File: config.mk
export PLATFORM = sky130hd
export DESIGN_NAME = pc_gen
export DESIGN_NICKNAME = d
export VERILOG_FILES = /design/src/rtl/core_pkg.sv /design/src/rtl/pc_redirect_arb.sv /design/src/rtl/pc_gen.sv
export SDC_FILE = /design/constraint.sdc
export NUM_CORES = 1
export LEC_CHECK = 0
export ABC_CLOCK_PERIOD_IN_PS = 3800
export BUFFER_PORTS_ARGS = -buffer_cell sky130_fd_sc_hd__buf_2
export CORE_MARGIN = 3
export CORE_UTILIZATION = 50
export CTS_CLUSTER_SIZE = 40
export DETAILED_ROUTE_END_ITERATION = 12
export GPL_ROUTABILITY_DRIVEN = 1
export PLACE_DENSITY = 0.8
export SKIP_LAST_GASP = 1
export SLEW_MARGIN = 20
export SYNTH_ARGS = -nofsm -noshare
export SYNTH_HDL_FRONTEND = slang
export SYNTH_HIERARCHICAL = 1
export SYNTH_SLANG_ARGS = --single-unit
File: constraint.sdc
create_clock -name clk -period 3.8 [get_ports clk]
set_clock_uncertainty 0.15 [all_clocks]
set_input_delay 0.38 -clock clk [delete_from_list [all_inputs] [get_ports clk]]
set_output_delay 0.38 -clock clk [all_outputs]
set_load 0.005 [all_outputs]
File: src/rtl/core_pkg.sv
// Shared definitions for the fetch-stage PC generator.
// Latency: n/a (types and constants only).
// Backpressure: n/a.
//
// Contents: PC generator state encoding, default hold-vector width and the
// default reset vector.
package core_pkg;

   // BOOT: the single idle cycle after reset.
   // RUN : normal issue.
   // PEND: a redirect arrived while a request was stalled on the bus.
   typedef enum logic [1:0] {
      ST_BOOT = 2'd0,
      ST_RUN  = 2'd1,
      ST_PEND = 2'd2
   } pc_state_t;

   localparam int          HOLD_W_DEF  = 3;
   localparam logic [31:0] RST_VEC_DEF = 32'h0000_0000;

endpackage

File: src/rtl/pc_redirect_arb.sv
// Priority select of the redirect target (trap over jump) with fetch alignment.
// Latency: combinational, 0 cycles.
// Backpressure: none; the strobes are sampled by pc_gen wherever they apply.
//
// Ports:
//   trap, trap_addr   trap redirect strobe and target (highest priority)
//   jump, jump_addr   branch/jump redirect strobe and target
//   redir_vld         some redirect is requested this cycle
//   redir_trap        the selected redirect is the trap
//   redir_addr        selected target with the low log2(FETCH_BYTES) bits cleared
module pc_redirect_arb #(
   parameter int XLEN        = 32,
   parameter int FETCH_BYTES = 4
) (
   input  logic            trap,
   input  logic [XLEN-1:0] trap_addr,
   input  logic            jump,
   input  logic [XLEN-1:0] jump_addr,
   output logic            redir_vld,
   output logic            redir_trap,
   output logic [XLEN-1:0] redir_addr
);

   // FETCH_BYTES is a power of two (4 or 8), so FETCH_BYTES-1 is the low-bit mask.
   localparam logic [XLEN-1:0] ALIGN_MASK = ~(XLEN'(FETCH_BYTES - 1));

   always_comb begin
      redir_vld  = trap | jump;
      redir_trap = trap;
      redir_addr = (trap ? trap_addr : jump_addr) & ALIGN_MASK;
   end

endmodule

File: src/rtl/pc_gen.sv
// Handshaked fetch-address generator with trap/jump redirects and hold.
// Latency: redirect -> new req_addr_o in 1 cycle (1 cycle after a stalled handshake completes).
// Backpressure: req_valid_o/req_addr_o held stable while req_ready_i is low.
//
// Ports:
//   clk, rst                   core clock, asynchronous active-high reset
//   hold_i                     any set bit stalls issue at the next request boundary
//   trap_i / trap_addr_i       trap redirect (highest priority)
//   jump_i / jump_addr_i       branch/jump redirect
//   req_valid_o / req_addr_o   fetch request to instruction memory
//   req_ready_i                fetch bus accepts the request
//   pc_o                       PC of the most recently accepted (non-discarded) fetch
//   flush_o                    registered 1-cycle pulse per applied redirect
module pc_gen
   import core_pkg::*;
#(
   parameter int              XLEN        = 32,
   parameter logic [XLEN-1:0] RST_VEC     = XLEN'(RST_VEC_DEF),
   parameter int              FETCH_BYTES = 4,
   parameter int              HOLD_W      = HOLD_W_DEF
) (
   input  logic              clk,
   input  logic              rst,
   input  logic [HOLD_W-1:0] hold_i,
   input  logic              trap_i,
   input  logic [XLEN-1:0]   trap_addr_i,
   input  logic              jump_i,
   input  logic [XLEN-1:0]   jump_addr_i,
   output logic              req_valid_o,
   output logic [XLEN-1:0]   req_addr_o,
   input  logic              req_ready_i,
   output logic [XLEN-1:0]   pc_o,
   output logic              flush_o
);

   localparam logic [XLEN-1:0] STRIDE = XLEN'(FETCH_BYTES);

   pc_state_t       state_q;
   logic [XLEN-1:0] addr_q;
   logic [XLEN-1:0] pc_q;
   logic            flush_q;
   logic            stall_q;      // last RUN cycle ended with valid && !ready
   logic [XLEN-1:0] pend_addr_q;
   logic            pend_trap_q;

   logic            redir_vld;
   logic            redir_trap;
   logic [XLEN-1:0] redir_addr;
   logic            hold_any;
   logic            stalled;
   logic            take_new;
   logic [XLEN-1:0] pend_addr_nxt;
   logic            pend_trap_nxt;

   pc_redirect_arb #(
      .XLEN        (XLEN),
      .FETCH_BYTES (FETCH_BYTES)
   ) u_arb (
      .trap       (trap_i),
      .trap_addr  (trap_addr_i),
      .jump       (jump_i),
      .jump_addr  (jump_addr_i),
      .redir_vld  (redir_vld),
      .redir_trap (redir_trap),
      .redir_addr (redir_addr)
   );

   assign hold_any = |hold_i;

   // Hold only gates a fresh request; an offered-but-unaccepted request
   // (stall_q, or anything in PEND) must stay up until it transfers.
   assign req_valid_o = (state_q == ST_PEND) ||
                        ((state_q == ST_RUN) && (!hold_any || stall_q));
   assign stalled     = req_valid_o && !req_ready_i;

   // Merge a new redirect into the pending one: a trap always replaces,
   // a jump never displaces a pending trap.
   assign take_new      = redir_vld && (redir_trap || !pend_trap_q);
   assign pend_addr_nxt = take_new ? redir_addr : pend_addr_q;
   assign pend_trap_nxt = take_new ? redir_trap : pend_trap_q;

   assign req_addr_o = addr_q;
   assign pc_o       = pc_q;
   assign flush_o    = flush_q;

   always_ff @(posedge clk or posedge rst) begin
      if (rst) begin
         state_q     <= ST_BOOT;
         addr_q      <= RST_VEC;
         pc_q        <= RST_VEC;
         flush_q     <= 1'b0;
         stall_q     <= 1'b0;
         pend_addr_q <= '0;
         pend_trap_q <= 1'b0;
      end else begin
         flush_q <= 1'b0;
         case (state_q)
            // Redirects are not expected before the first request; ignore them.
            ST_BOOT: state_q <= ST_RUN;

            ST_RUN: begin
               if (stalled) begin
                  stall_q <= 1'b1;
                  if (redir_vld) begin
                     state_q     <= ST_PEND;
                     pend_addr_q <= redir_addr;
                     pend_trap_q <= redir_trap;
                  end
               end else begin
                  stall_q <= 1'b0;
                  if (req_valid_o) begin
                     pc_q <= addr_q;
                  end
                  if (redir_vld) begin
                     addr_q  <= redir_addr;
                     flush_q <= 1'b1;
                  end else if (req_valid_o) begin
                     addr_q <= addr_q + STRIDE;   // wraps modulo 2^XLEN
                  end
               end
            end

            ST_PEND: begin
               if (req_ready_i) begin
                  // The accepted fetch is the one being flushed, so pc_q keeps its value.
                  state_q     <= ST_RUN;
                  stall_q     <= 1'b0;
                  addr_q      <= pend_addr_nxt;
                  flush_q     <= 1'b1;
                  pend_addr_q <= '0;
                  pend_trap_q <= 1'b0;
               end else begin
                  pend_addr_q <= pend_addr_nxt;
                  pend_trap_q <= pend_trap_nxt;
               end
            end

            default: state_q <= ST_BOOT;
         endcase
      end
   end

endmodule

== Word level (Yosys, flattened, before mapping) ==
Index checks and enable logic that the tools add are counted.

* Register bits: 101
* Logic and storage cells: 63

* Reductions and logical operators: 18
* Bitwise operators: 2
* Multiplexer cells: 27
* Eq/ne operators: 8
* $add $sub $neg: 1

{| class="wikitable"
|+ Operators with widths
! operator !! count
|-
| two-way mux 32 bit || 9
|-
| case mux 32 bit (2 select lines) || 2
|-
| adder 32 x 3 -> 32 bit, second input constant || 1
|-
| two-way mux 1 bit || 9
|-
| AND reduction 3 bit || 3
|-
| inequality test 2 bit, second input constant || 4
|-
| AND reduction 4 bit || 2
|-
| two-way mux 2 bit || 3
|-
| inequality test 3 bit, second input constant || 2
|-
| case mux 1 bit (2 select lines) || 3
|-
| case mux 2 bit (3 select lines) || 1
|-
| logical AND 1 bit || 3
|-
| logical NOT 1 bit || 3
|-
| logical OR 1 bit || 3
|-
| OR reduction 3 bit || 1
|-
| equality test 2 x 1 -> 1 bit, second input constant || 1
|-
| equality test 2 bit, second input constant || 1
|-
| logical NOT 2 bit || 1
|-
| AND reduction 2 bit || 1
|-
| nonzero test 2 bit || 1
|-
| NOT 1 bit || 1
|-
| bitwise OR 1 bit || 1
|}

== Depth between registers and ports, before layout ==
* Word-level depth: 9
* Depth in mapped cells: 11

== Cells and area by module ==
Netlist, hierarchy kept.

{| class="wikitable"
|+ By module, submodules not included
! module !! instances !! area each (µm²) !! cells each
|-
| pc_gen || 1 || 5745.5 || 560
|-
| pc_redirect_arb || 1 || 404.1 || 38
|}

== Worst setup path after synthesis ==
OpenSTA, ideal clock, no wires.

* Path kind: input -> register
* Start: input port trap_i
* End: register addr_q[18] (netlist: req_addr_o[18])
* Setup slack: 1.532 ns
* Buffers on the path: 4
* Setup time: 0.121 ns
* Data required time: 3.529 ns
* Arrival: 1.997 ns
* Cell stages on the path: 10
* Cell sequence: buf_6 or2_2 buf_2 inv_2 buf_2 nor2_1 a32oi_2 buf_4 a21oi_1 o22a_1

* Longest elaborated chain between the ends: 5

{| class="wikitable"
|+ Ends and longest elaborated chain
! what !! RTL line !! RTL
|-
| start, declared || pc_gen.sv:25 || <nowiki>input logic trap_i,</nowiki>
|-
| bitwise OR 1 bit (*) || pc_redirect_arb.sv:28 || <nowiki>redir_vld = trap | jump;</nowiki>
|-
| via redir_vld || pc_gen.sv:46 || <nowiki>logic redir_vld;</nowiki>
|-
| logical AND 1 bit || pc_gen.sv:78 || <nowiki>assign take_new = redir_vld && (redir_trap || !pend_trap_q);</nowiki>
|-
| two-way mux 32 bit || pc_gen.sv:79 || <nowiki>assign pend_addr_nxt = take_new ? redir_addr : pend_addr_q;</nowiki>
|-
| two-way mux 32 bit || pc_gen.sv:124 || <nowiki>if (req_ready_i) begin</nowiki>
|-
| case mux 32 bit (2 select lines) || pc_gen.sv:97 || <nowiki>case (state_q)</nowiki>
|-
| end signal, assigned || pc_gen.sv:115 || <nowiki>addr_q <= redir_addr;</nowiki>
|-
| end signal, assigned || pc_gen.sv:118 || <nowiki>addr_q <= addr_q + STRIDE;</nowiki>
|-
| end signal, assigned || pc_gen.sv:128 || <nowiki>addr_q <= pend_addr_nxt;</nowiki>
|-
| end, declared || pc_gen.sv:39 || <nowiki>logic [XLEN-1:0] addr_q;</nowiki>
|}

The timed path passes the listed nets; every way through them passes the cells marked *. The select of a mux whose other input is x is not followed.
A chain may end at the register's enable or synchronous reset.

== Worst setup path after layout ==
* Start: register state_q[0]
* End: register addr_q[1] (netlist: req_addr_o[1])

* Longest elaborated chain between the ends: 6

{| class="wikitable"
|+ Ends and longest elaborated chain
! what !! RTL line !! RTL
|-
| start, declared || pc_gen.sv:38 || <nowiki>pc_state_t state_q;</nowiki>
|-
| start signal, assigned || pc_gen.sv:88 || <nowiki>state_q <= ST_BOOT;</nowiki>
|-
| start signal, assigned || pc_gen.sv:99 || <nowiki>ST_BOOT: state_q <= ST_RUN;</nowiki>
|-
| start signal, assigned || pc_gen.sv:105 || <nowiki>state_q <= ST_PEND;</nowiki>
|-
| equality test 2 x 1 -> 1 bit || pc_gen.sv:73, pc_gen.sv:97 ||
|-
| logical AND 1 bit || pc_gen.sv:73 || <nowiki>((state_q == ST_RUN) && (!hold_any || stall_q));</nowiki>
|-
| logical OR 1 bit || pc_gen.sv:72 || <nowiki>assign req_valid_o = (state_q == ST_PEND) ||</nowiki>
|-
| logical AND 1 bit || pc_gen.sv:74 || <nowiki>assign stalled = req_valid_o && !req_ready_i;</nowiki>
|-
| inequality test 2 bit (no line) || n/a ||
|-
| AND reduction 4 bit (no line) || n/a ||
|}

Parallel ways exist; a longest one is shown, timed or not.

==> out/metrics.sh <==
OUTCOME='complete, no violations'
MUX_CELL_AREA_SHARE_AFTER_SYNTHESIS=0.1622
CLKSINKCOUNT=101
MULTIINPUTGATEAREA_SQ_MM=0.003247
MIN_PERIOD_OVER_PERIOD=0.7783
SYNTH-MAIN-FF-CELL='sky130_fd_sc_hd__dfrtp_1'
NUMBER_OF_SETUP_VIOLATIONS_IN_THE_FINAL_REPORT=0
SYNTHXORXNORAREAFRAC=0.008545
CRIT_ARRIVAL_PS=3040
SETUP.WORST_PATH.END_CLASS='register'
VIAS_PER_CELL=6.370
NUM_VIAS=5453
GRT.OVERFLOW.TOTAL=0
TIGHTEST_SLEW_MARGIN_RELATIVE_TO_THE_LIMIT=0.2902
SEQCELLAREA_SQ_MM=0.002527
CRITPATHLAUNCH='state_q[0]'
SYNTH-SIMPLE-AREA-SHARE=0.1162
CELLLEAKAGEPOWER_nW=3.256
CRIT_FANOUT=29
WORST_EP_REQUIRED_TIME_PS=3880
POST-CTS-SETUP-BUFFER-COUNT=0
SYN-INSTANCE-COUNT=598
TOTAL_NUMBER_OF_PLACEMENT_ROWS=39
SYNTH.FF_LATCH_COUNT=101
AREA_GROWTH_SYNTH_TO_FINISH_PCT=15.54
SYNTH_AREA_SQ_MM=0.006150
DIEAREA_SQ_MM=0.01367
DRT_ITER0_DRC=678
CTS-HOLD-FIX-BUFFERS=0
FIRST_GLOBAL_VIAS=5438
PLACED_AREA_SQ_MM=0.006802
SEQ_AREA_FRAC_SYNTH=0.4110
ANTENNA_CELLS_INSERTED=0
DPL.HPWL_MICRONS=11980
DRV_CAP=0
GPL.FINAL_WEIGHTED_CONGESTION=0.9147
CLOCKBUFFERDEPTH=2
FILLER_CELL_COUNT=1003
DESIGN_POWER_TOTAL_mW=5.814
INITIAL_UTILIZATION=0.5251
TIMING.SETUP.TNS_PS=0
POST_ROUTE_CELLS_DRIVE_ABOVE_1_SHARE=0.3590
NETLIST.AREA_LEADER.SHARE=0.4110
FF_TO_FF_END='req_addr_o[1]'
NETS=784
ASYNCSETRESETFLOPFRACSYNTH=1.000
COREAREA_SQ_MM=0.01171
SYNTH_COMPOUND_GATE_AREA_SHARE=0.2305
CTSRESIZECOUNT=0
DIE_H_MICRONS=116.9
WL_PER_CELL_MICRONS=20.43
YOSYSWARNINGCOUNT=6
POSTLAYOUTCELLAREA_SQ_MM=0.007106
WORST_R2R_PATH_DEPTH=8
WORST-R2R-SETUP-SLACK_PS=840
SETUP.WORST_PATH.START_CLASS='register'
ANTENNA_FOUND_INITIAL=0
REPORT.FINAL.SLEW_VIOL_COUNT=0
POWER.DENSITY_CELL_AREA_mW_PER_MM2=818.3
YOSYS.AREA_SHARE.ADDER=0.008138
GROUTE.USAGE.OVERALL=0.2596
GRT_MAX_DEGREE=62
DETAILED_ROUTING_ITERATION_COUNT_FOR_THE_PRE_ANTENNA_REPAIR_PASS=6
ROUTE.ANTENNA.REMAINING_NETS=0
WORST_R2R_STARTPOINT='state_q[0]'
CATEGORY_OF_THE_MOST_CRITICAL_SETUP_PATH='register to register'
ACHIEVABLE-FREQUENCY_GHz=0.3381
YOSYSTOPAREACELL='sky130_fd_sc_hd__dfrtp_1'
WORSTHOLDPATHTYPE='input pin to asynchronous set/reset pin'
WORST_IR_DROP_VDD_mV=0.3848
CLK_PIN_SLEW_WORST_PATHS_PS=70
SYNTH.AREA.TOP_CELLS='sky130_fd_sc_hd__dfrtp_1, sky130_fd_sc_hd__mux2_2, sky130_fd_sc_hd__mux2_4'
CRITICAL_PATH.ENDPOINT='req_addr_o[1]'
CTS.HTREE.LEVELS=3
SYNTH_TOP_FAMILY_BY_AREA='compound AO/OA/AOI/OAI gates'
DIE_W_MICRONS=116.9
SYN-MEAN-INSTANCE-AREA_SQ_UM=10.28
GLOBAL_ROUTE_WIRE_LENGTH_BEFORE_REPAIR_MICRONS=27860
FIN_CRIT_PS=2958
POSTROUTEWIRELENGTH_MICRONS=17490
TIGHTEST_SLEW_PS=1065
SYNTH_EDF_COUNT=0
WORSTSKEWPAIRLATENCY_PS=350
NUMPORTBUFFERS=133
TOP_LEVEL_PORTS=138
INSERTED_CLOCK_BUFFERS=9
RSZ0062_AT_GRT='no'
HOLD_VIOL=0
SYNTH_CELL_TYPE_COUNT=73
DETAIL_ROUTE.DRC_VIOLATIONS=0
CLOCK-ROOT-BUFFER='sky130_fd_sc_hd__clkbuf_16'
CTS_TREE='built'
-- cell usage after synthesis, drive strengths merged (4+ instances only) --
| library cell | instances |
|---|---|
| dfrtp | 101 |
| buf | 41 |
| o21a | 6 |
| a22o | 32 |
| a21oi | 54 |
| and4 | 6 |
| nor3 | 6 |
| nor2 | 33 |
| nand3 | 14 |
| o21ai | 38 |
| nand4 | 8 |
| ha | 4 |
| o31ai | 6 |
| nand2 | 41 |
| o211ai | 10 |
| inv | 15 |
| clkbuf | 8 |
| and3 | 6 |
| mux2i | 7 |
| a211o | 5 |
| xnor2 | 4 |
| or3 | 5 |
| mux2 | 75 |
| a211oi | 9 |
| nor4 | 4 |
| a31oi | 7 |
-- per-layer routing --
metal	GRT usage	wire, microns	share of wire	vias to the layer above
li1	-	-	-	2453
met1	0.3541	7135	0.41	2656
met2	0.4187	8334	0.48	311
met3	0.05244	1680	0.096	33
met4	0.08180	340	0.019	0
met5	0	0	0	-
-- critical path, cell delays in order, from the launching register on --
cell and delay [ps]:
sky130_fd_sc_hd__dfrtp_1 400, sky130_fd_sc_hd__inv_1 110, sky130_fd_sc_hd__ha_2 580, sky130_fd_sc_hd__buf_4 330
sky130_fd_sc_hd__clkinv_1 110, sky130_fd_sc_hd__nand2_1 380, sky130_fd_sc_hd__nand2_1 120, sky130_fd_sc_hd__a21oi_1 270
sky130_fd_sc_hd__mux2_2 380
-- metrics by stage --
stage / instances / worst slack (ps) / utilization / hold WS (ps)
6_report: 856 / 842.5 / 0.6067 / 39.22
5_1_grt: 856 / 713.3 / 0.6067 / 93.22
4_1_cts: 856 / 897.2 / 0.6067 / 75.59
3_5_place_dp: 840 / 729.9 / 0.5808 / 316.0
3_3_place_gp: 840 / 778.1 / 0.5808 / 313.1
2_1_floorplan: 599 / 622.9 / - / 309.5
-- cell families after synthesis --
kind of cell	count (synthesis)
other	1
and+or+nand+nor	136
AOI/OAI and AO/OA	203
xor gates and xnor gates	6
DFF	101
muxes	82
buffers and inverters	65
adders and majority gates	4
-- layout by cell type (no fill, tap or decap), types with 10 or more instances in the layout --
master	netlist	final
sky130_fd_sc_hd__inv_1	13	12
sky130_fd_sc_hd__dfrtp_1	101	101
sky130_fd_sc_hd__a21oi_1	54	54
sky130_fd_sc_hd__o211ai_1	10	10
sky130_fd_sc_hd__nand2_1	41	41
sky130_fd_sc_hd__nor2_1	32	32
sky130_fd_sc_hd__o21ai_0	35	35
sky130_fd_sc_hd__buf_2	17	133
sky130_fd_sc_hd__mux2_2	53	53
sky130_fd_sc_hd__buf_4	7	13
sky130_fd_sc_hd__a22o_1	32	32
sky130_fd_sc_hd__nand3_1	13	13
sky130_fd_sc_hd__mux2_4	22	22
-- where the power goes --
group,internal [mW],switching [mW]
Combinational,1.31,1.38
Clock,0.548,0.406
Sequential,1.62,0.551
-- state kept, by name (all words and copies together), names as in the netlist --
register,flops
pend_trap_q,1
flush_o,1
pc_o,32
pend_addr_q,32
stall_q,1
state_q,2
req_addr_o,32
-- cell type report --
class,count,share of cell area
Tap cell,143,0.02518
Clock buffer,13,0.03663
Inverter,16,0.009157
Multi-Input combinational cell,433,0.4569
Timing Repair Buffer,147,0.1102
Clock inverter,3,0.006163
Sequential cell,101,0.3557
-- worst min path at each step --
stage                            endpoint  slack, ps  cells past startpoint
after floorplan           pend_addr_q[22]        310                      1
after global placement           pc_o[11]        310                      2
after detailed placement         pc_o[18]        320                      2
after CTS                        pc_o[12]         80                      2
after global routing             pc_o[12]         90                      2
final                            pc_o[17]         40                      2
Power figures use the tool's default switching activity.
